[config.mk]
export PLATFORM = sky130hd
export DESIGN_NAME = disp_scan_driver
export DESIGN_NICKNAME = d
export VERILOG_FILES = /design/src/rtl/disp_pkg.sv /design/src/rtl/scan_divider.sv /design/src/rtl/disp_scan_driver.sv
export SDC_FILE = /design/constraint.sdc
export NUM_CORES = 1
export LEC_CHECK = 0
export ABC_AREA = 1
export CORE_UTILIZATION = 25
export DETAILED_ROUTE_END_ITERATION = 8
export HOLD_SLACK_MARGIN = 0.02
export PLACE_DENSITY = 0.43
export SKIP_CTS_REPAIR_TIMING = 1
export SLEW_MARGIN = 40
export SYNTH_ARGS = -nofsm -noshare
export SYNTH_HDL_FRONTEND = slang
export SYNTH_HIERARCHICAL = 1
export SYNTH_SLANG_ARGS = --single-unit
[constraint.sdc]
create_clock -name clk -period 1.75 [get_ports clk]
set_input_delay 0.2625 -clock clk [delete_from_list [all_inputs] [get_ports clk]]
set_output_delay 0.2625 -clock clk [all_outputs]
set_load 0.01 [all_outputs]
[src/rtl/disp_pkg.sv]
// Shared definitions for the 4-digit multiplexed 7-segment scan driver:
// digit count, anode-off pattern, the display record layout and the
// per-digit helpers used when forming the decoder outputs.
package disp_pkg;

  localparam int NDIG = 4;

  // All anodes released (active-low selects, so all ones means dark).
  localparam logic [NDIG-1:0] AN_OFF = 4'b1111;

  // One complete display setting as captured on a load strobe.
  typedef struct packed {
    logic [15:0] data;
    logic [3:0]  points;
    logic [3:0]  blank_en;
    logic        lz_blank;
  } disp_rec_t;

  // Hex nibble shown on digit i (digit 0 is the rightmost).
  function automatic logic [3:0] nibble_at(input logic [15:0] d, input logic [1:0] i);
    nibble_at = d[4*i +: 4];
  endfunction

  // Leading-zero suppression: digit i goes dark when suppression is
  // enabled, it is not the units digit, and it and every digit to its
  // left are zero. The units digit always stays lit so zero reads "0".
  function automatic logic lz_sup(input disp_rec_t r, input logic [1:0] i);
    logic all_zero;
    all_zero = 1'b1;
    for (int k = 0; k < NDIG; k++) begin
      if (k >= int'(i) && r.data[4*k +: 4] != 4'h0) begin
        all_zero = 1'b0;
      end
    end
    lz_sup = r.lz_blank && (i != 2'd0) && all_zero;
  endfunction

endpackage

[src/rtl/scan_divider.sv]
// Digit scan timebase: holds each digit for SCAN_DIV clocks, then steps
// the digit index 0..3 and wraps. tick marks the last clock of a digit.
module scan_divider #(
  parameter int SCAN_DIV = 4
) (
  input  logic       clk,
  input  logic       rst,
  output logic       tick,
  output logic [1:0] idx
);

  // A divide-by-one still needs a one-bit counter to stay well formed.
  localparam int CW = (SCAN_DIV > 1) ? $clog2(SCAN_DIV) : 1;
  localparam logic [CW-1:0] LAST = CW'(SCAN_DIV - 1);

  logic [CW-1:0] div_cnt;

  assign tick = (div_cnt == LAST);

  // Count clocks within a digit; on the final clock restart and advance the digit.
  always_ff @(posedge clk) begin
    if (rst) begin
      div_cnt <= '0;
      idx     <= 2'd0;
    end else if (tick) begin
      div_cnt <= '0;
      idx     <= idx + 2'd1;
    end else begin
      div_cnt <= div_cnt + 1'b1;
    end
  end

endmodule

[src/rtl/disp_scan_driver.sv]
// Time-multiplexed driver for a 4-digit common-anode display fed through
// an MC14495 decoder. New values land in a shadow set and are promoted to
// the active set only at the end of a full scan, so a frame never mixes
// old and new digits.
module disp_scan_driver
  import disp_pkg::*;
#(
  parameter int SCAN_DIV = 4
) (
  input  logic        clk,
  input  logic        rst,
  input  logic        load,
  input  logic [15:0] data,
  input  logic [3:0]  points,
  input  logic [3:0]  blank_en,
  input  logic        lz_blank,
  output logic [3:0]  hex,
  output logic        point,
  output logic        le,
  output logic [3:0]  an,
  output logic        pending,
  output logic        frame_done
);

  logic       tick;
  logic [1:0] idx;
  logic       wrap;
  disp_rec_t  active;
  disp_rec_t  shadow;
  disp_rec_t  incoming;

  scan_divider #(
    .SCAN_DIV(SCAN_DIV)
  ) u_div (
    .clk  (clk),
    .rst  (rst),
    .tick (tick),
    .idx  (idx)
  );

  assign incoming = {data, points, blank_en, lz_blank};

  // The last clock of digit 3 closes the frame.
  assign wrap = tick && (idx == 2'd3);

  // Double buffer: a load at the frame boundary goes live immediately, other loads wait in shadow.
  always_ff @(posedge clk) begin
    if (rst) begin
      active  <= '0;
      shadow  <= '0;
      pending <= 1'b0;
    end else if (load && wrap) begin
      active  <= incoming;
      shadow  <= incoming;
      pending <= 1'b0;
    end else if (load) begin
      shadow  <= incoming;
      pending <= 1'b1;
    end else if (wrap && pending) begin
      active  <= shadow;
      pending <= 1'b0;
    end
  end

  // Register the decoder and anode drive for the current digit, plus the end-of-frame pulse.
  always_ff @(posedge clk) begin
    if (rst) begin
      hex        <= 4'h0;
      point      <= 1'b0;
      le         <= 1'b1;
      an         <= AN_OFF;
      frame_done <= 1'b0;
    end else begin
      an         <= ~(4'b0001 << idx);
      hex        <= nibble_at(active.data, idx);
      point      <= active.points[idx];
      le         <= active.blank_en[idx] | lz_sup(active, idx);
      frame_done <= wrap;
    end
  end

endmodule

Yosys cells after proc, flatten, opt, wreduce, memory -nomap -nowiden --
Cells that the tools add are included.
Word-level totals: bits in registers 66
Cells by class: reduce and logical (&&, ||, !) cells 19, mux-type cells 16, bitwise gates (word level) 2, eq/ne operators 3, add/subtract/negate cells 2, shift operators 2, order comparisons 4
Operators by type and width (count):
- $mux 25 | 5
- $reduce_bool 4->1 | 4
- $shiftx 16x5->4 | 1
- $mux 1 | 9
- $logic_and 1x1->1 | 8
- $reduce_bool 2->1 | 4
- $add 2x1->2 const B | 2
- $bmux 1 s2 | 2
- $eq 2x2->1 const B | 2
- $ge 1x2->1 const A | 2
- $not 4->4 | 1
- $reduce_or 2->1 | 2
- $shl 1x2->4 const A | 1
- $lt 2x3->1 const B | 1
- $ge 2x2->1 const A | 1
- $ne 2x1->1 const B | 1
- $reduce_and 2->1 | 1
- $or 1x1->1 | 1

Logic depth before layout (Yosys ltp) --
Gate-level depths: netlist of the first run.
depth after elaboration 9, depth in mapped cells 8, depth with buffers taken out 7

Modules after synthesis --
The synthesis of the first run kept the hierarchy.
Modules (own cells, without submodules):
- disp_scan_driver | instances 1, area each 2795.2 um^2, cells each 399
- scan_divider | instances 1, area each 153.9 um^2, cells each 17

Least setup slack after synthesis of the first run --
Ideal clock, no wire load.
path kind reg2reg, from reg u_div.div_cnt[0], to reg active[13] (netlist bit), slack 391 ps, stages on the path, launching flop included 6, data required time 1627 ps, path buffers 1, period minus slack after synthesis 1359 ps, library setup time 123 ps, arrival time 1237 ps, cells stage by stage dfxtp_1 -> ha_1 -> nand3_4 -> nor2_4 -> buf_2 -> a21oi_1
On the way: cells in the longest elaborated chain, start to end 5
Ends and longest elaborated chain:
- start, declared | RTL line scan_divider.sv:16 | logic [CW-1:0] div_cnt;
- start signal, assigned | RTL line scan_divider.sv:29 | div_cnt <= div_cnt + 1'b1;
- $eq 2x2->1 * | RTL line scan_divider.sv:18 | assign tick = (div_cnt == LAST);
- via tick | RTL line disp_scan_driver.sv:25 | logic tick;
- $logic_and 1x1->1 * | RTL line disp_scan_driver.sv:44 | assign wrap = tick && (idx == 2'd3);
- $logic_and 1x1->1, on equally long branches | RTL line disp_scan_driver.sv:52, disp_scan_driver.sv:59
- $ne 2x1->1 (no source line) or $reduce_bool 2->1 (tied branches)
- $reduce_and 2->1 (no source line)
- end signal, assigned | RTL line disp_scan_driver.sv:53 | active <= incoming;
- end signal, assigned | RTL line disp_scan_driver.sv:60 | active <= shadow;
- end, declared | RTL line disp_scan_driver.sv:28 | disp_rec_t active;
Mark *: on every way through the listed nets, which the timed path passes. The rest lies on a longest branch. A chain may end at the register's enable or synchronous reset.

Worst setup path in the final report of the first run --
from reg u_div.div_cnt[0], to reg active[0] (netlist bit)
The elaborated chain is that of the path after synthesis.

==> results.yml, run 1 <==
critical_path:
  r2r_cells: 6
  path_buf_inv: 1
  crit_slowest_cell: "dfxtp_1"
  path_cells: "ha_1, inv_1, nor2_4, nand2_4, a21oi_1, nor2_1"
  r2r_setup_slack_ns: 0.18
  critPathCaptureType: "register"
  rr_startpoint: "u_div/div_cnt[0]$_SDFF_PP0_"
  arrival_ns: 1.79
  cp_max_fo: 25
  path_delay_family: "simple AND/OR/NAND/NOR gates"
  rr_endpoint: "active[0]$_SDFFE_PP0P_"
  startpoint: "u_div/div_cnt[0]$_SDFF_PP0_"
  critPathMaxStageDelay_ns: 0.37
  path_depth: 6
  critPathCapture: "active[0]$_SDFFE_PP0P_"
  startpoint_type: "register"
  critPathKind: "register to register"
  crit_required_ns: 1.97
timing:
  setup_viol: 0
  min_period_over_period: 0.900
  rsz0062_at_grt: "no"
  timing.slew.headroom: 0.687
  holdWs_ns: 0.448
  setup_slack_ns: 0.175
  max_freq_mhz: 635
  period_minus_slack_ns: 1.57
  setup-tns-final_ns: 0
  worst_pin_slew_ns: 0.469
  final-hold-violation-count: 0
  clock_skew_ns: 0.00782
  slew_violations: 0
floorplan:
  dieHeight_microns: 111
  core_area_sq_mm: 0.0115
  rows: 39
  initial_core_util: 0.257
  ios: 40
  die_area_sq_mm: 0.0122
  die_w_microns: 111
finish:
  multiInputGateArea_sq_mm: 0.00126
  seq_area_sq_mm: 0.00132
  fin_util: 0.334
  area_growth_pct: 30.0
  antenna_cells: 0
  fin_cells: 605
  final_nets: 487
  drive_gt1_frac: 0.126
  fillers: 1218
  stdcell_area_sq_mm: 0.00383
routing:
  dr.pass1.iters: 4
  drc_errors: 0
  via_count: 2394
  drt-initial-drc-count: 67
  post_drt_wl_per_cell_microns: 11.0
  ant_nets: 0
  viasPerCell: 3.96
  drt-total-wl_microns: 6680
global_routing:
  grtUsageMet1: 0.157
  top_usage_layer: "met2"
  met3_usage: 0.0252
  grt_pass1_vias: 2382
  overflow: 0
  antenna_found_initial: 0
  grt_pass1_wl_microns: 11600
  grt_usage: 0.120
  met2_usage: 0.182
  grt_max_degree: 39
clock_network:
  clk_path_buf_depth: 2
  cts_tree: "yes"
  clk_latency_ns: 0.33
  cts-root-buf: "clkbuf_16"
  clock_sinks: 66
  path_clk_slew_ns: 0.06
  cts_buffers: 9
  cts-htree-levels: 3
pwr:
  p_leak_nw: 1.79
  power_mw: 3.89
  power_density_mw_per_mm2: 1020
  ir_drop_mv: 0.411
logic_synthesis:
  avgSynthCellArea_sq_um: 7.09
  synth_cells: 416
  ys_warn_count: 6
  synth.net_count: 446
  synthTopCellsByArea: "dfxtp_1 45%, nand2_1 17%, inv_1 7.8%, a21oi_1 7.0%, nor2_1 4.3%"
  syn_area_sq_mm: 0.00295
  synth_top_area_share: 0.448
  seq_area_frac_synth: 0.448
  synth_cell_type_count: 26
  synth_largest_area_cell: "dfxtp_1"
  ys_ff_latch: 66
status:
  status: "finished clean"
placement:
  post-place-ws_ns: 0.0307
  place_inst: 589
  hpwl_microns: 4530
  placed_area_sq_mm: 0.00349
  place.gp.congestion: 0.714
  io_buffers: 39
worst_hold_path:
  hp-class: "register to register"
run:
  drv_cap: 0
==> worst min-delay path by stage <==
stage / slack [ns] / from / to / cells after the start
CTS: 0.45 / shadow[13]$_SDFFE_PP0P_ / shadow[13]$_SDFFE_PP0P_ / 2
global route: 0.46 / shadow[11]$_SDFFE_PP0P_ / shadow[11]$_SDFFE_PP0P_ / 2
global placement: 0.44 / shadow[13]$_SDFFE_PP0P_ / shadow[13]$_SDFFE_PP0P_ / 2
floorplan: 0.33 / rst / u_div/div_cnt[0]$_SDFF_PP0_ / 1
finish: 0.45 / shadow[11]$_SDFFE_PP0P_ / shadow[11]$_SDFFE_PP0P_ / 2
detailed placement: 0.44 / shadow[13]$_SDFFE_PP0P_ / shadow[13]$_SDFFE_PP0P_ / 2
==> power breakdown <==
part / switching [mW] / internal [mW]
Sequential: 0.0190 / 1.56
Clock: 0.659 / 1.36
Combinational: 0.151 / 0.148
Total: 0.829 / 3.06
==> cell families (layout without fill, tap and decap cells) <==
logic type                 Yosys count  count (layout)  share of synthesized area
DFF                                 66              66                      0.448
and+or+nand+nor                    200             200                      0.297
buffers and inverters               80             126                      0.123
AOI/OAI and AO/OA                   68              68                      0.123
adders and majority gates            2               2                    0.00848
==> flip-flops by register name, summed over array words and instances (netlist names) <==
signal,cells
u_div/div_cnt,2
pending,1
le,1
u_div/idx,2
shadow,25
active,25
an,4
point,1
frame_done,1
hex,4
==> synth_stat cells (all sizes together) <==
library cell and number:
nand2 136, dfxtp 66, inv 62, a21oi 46
nor2 36, o21ai 19, or2 19, buf 14
clkbuf 4, nand3 4, o22ai 3, ha 2
nand4 2, nor3 2, nor3b 1
==> placed cells by master, fill, tap and decap left out, drive strengths merged <==
cell type      count
a21oi             46
buf                9
bufinv             2
clkbuf            12
clkdlybuf4s50     39
clkinv             1
clkinvlp           1
dfxtp             66
ha                 2
inv               62
nand2            136
nand3              4
nand4              2
nor2              36
nor3               2
nor3b              1
o21ai             19
o22ai              3
or2               19
==> final cells by class <==
type | count | share of cell area
flip-flops and latches | 66 | 0.345
multi-input cells | 270 | 0.330
repair buffers | 48 | 0.129
clock buffers | 12 | 0.0695
inverters | 62 | 0.0607
well taps | 143 | 0.0467
clock inverters | 4 | 0.0189
==> worst min-delay path, stage by stage, from the launching register on <==
cell	delay, ns
dfxtp_1	0.29
inv_1	0.06
a21oi_1	0.06
==> routing by layer <==
layer | routed length [microns] | vias to the layer above
li1 | - | 1342
met5 | 0 | -
met4 | 156 | 0
met2 | 2830 | 50
met3 | 240 | 11
met1 | 3460 | 991
No activity file was read; power rests on OpenSTA's default activity.
==> inputs of run 2 (changes only) <==
Settings changed: SLEW_MARGIN 40 to 20.
==> results of run 2 <==
Final layout, timing and power as in run 1 (identical DEF).
==> inputs of run 3 (changes only) <==
Settings changed: SLEW_MARGIN 20 to 10.
==> results of run 3 <==
Final layout, timing and power as in run 1 (identical DEF).
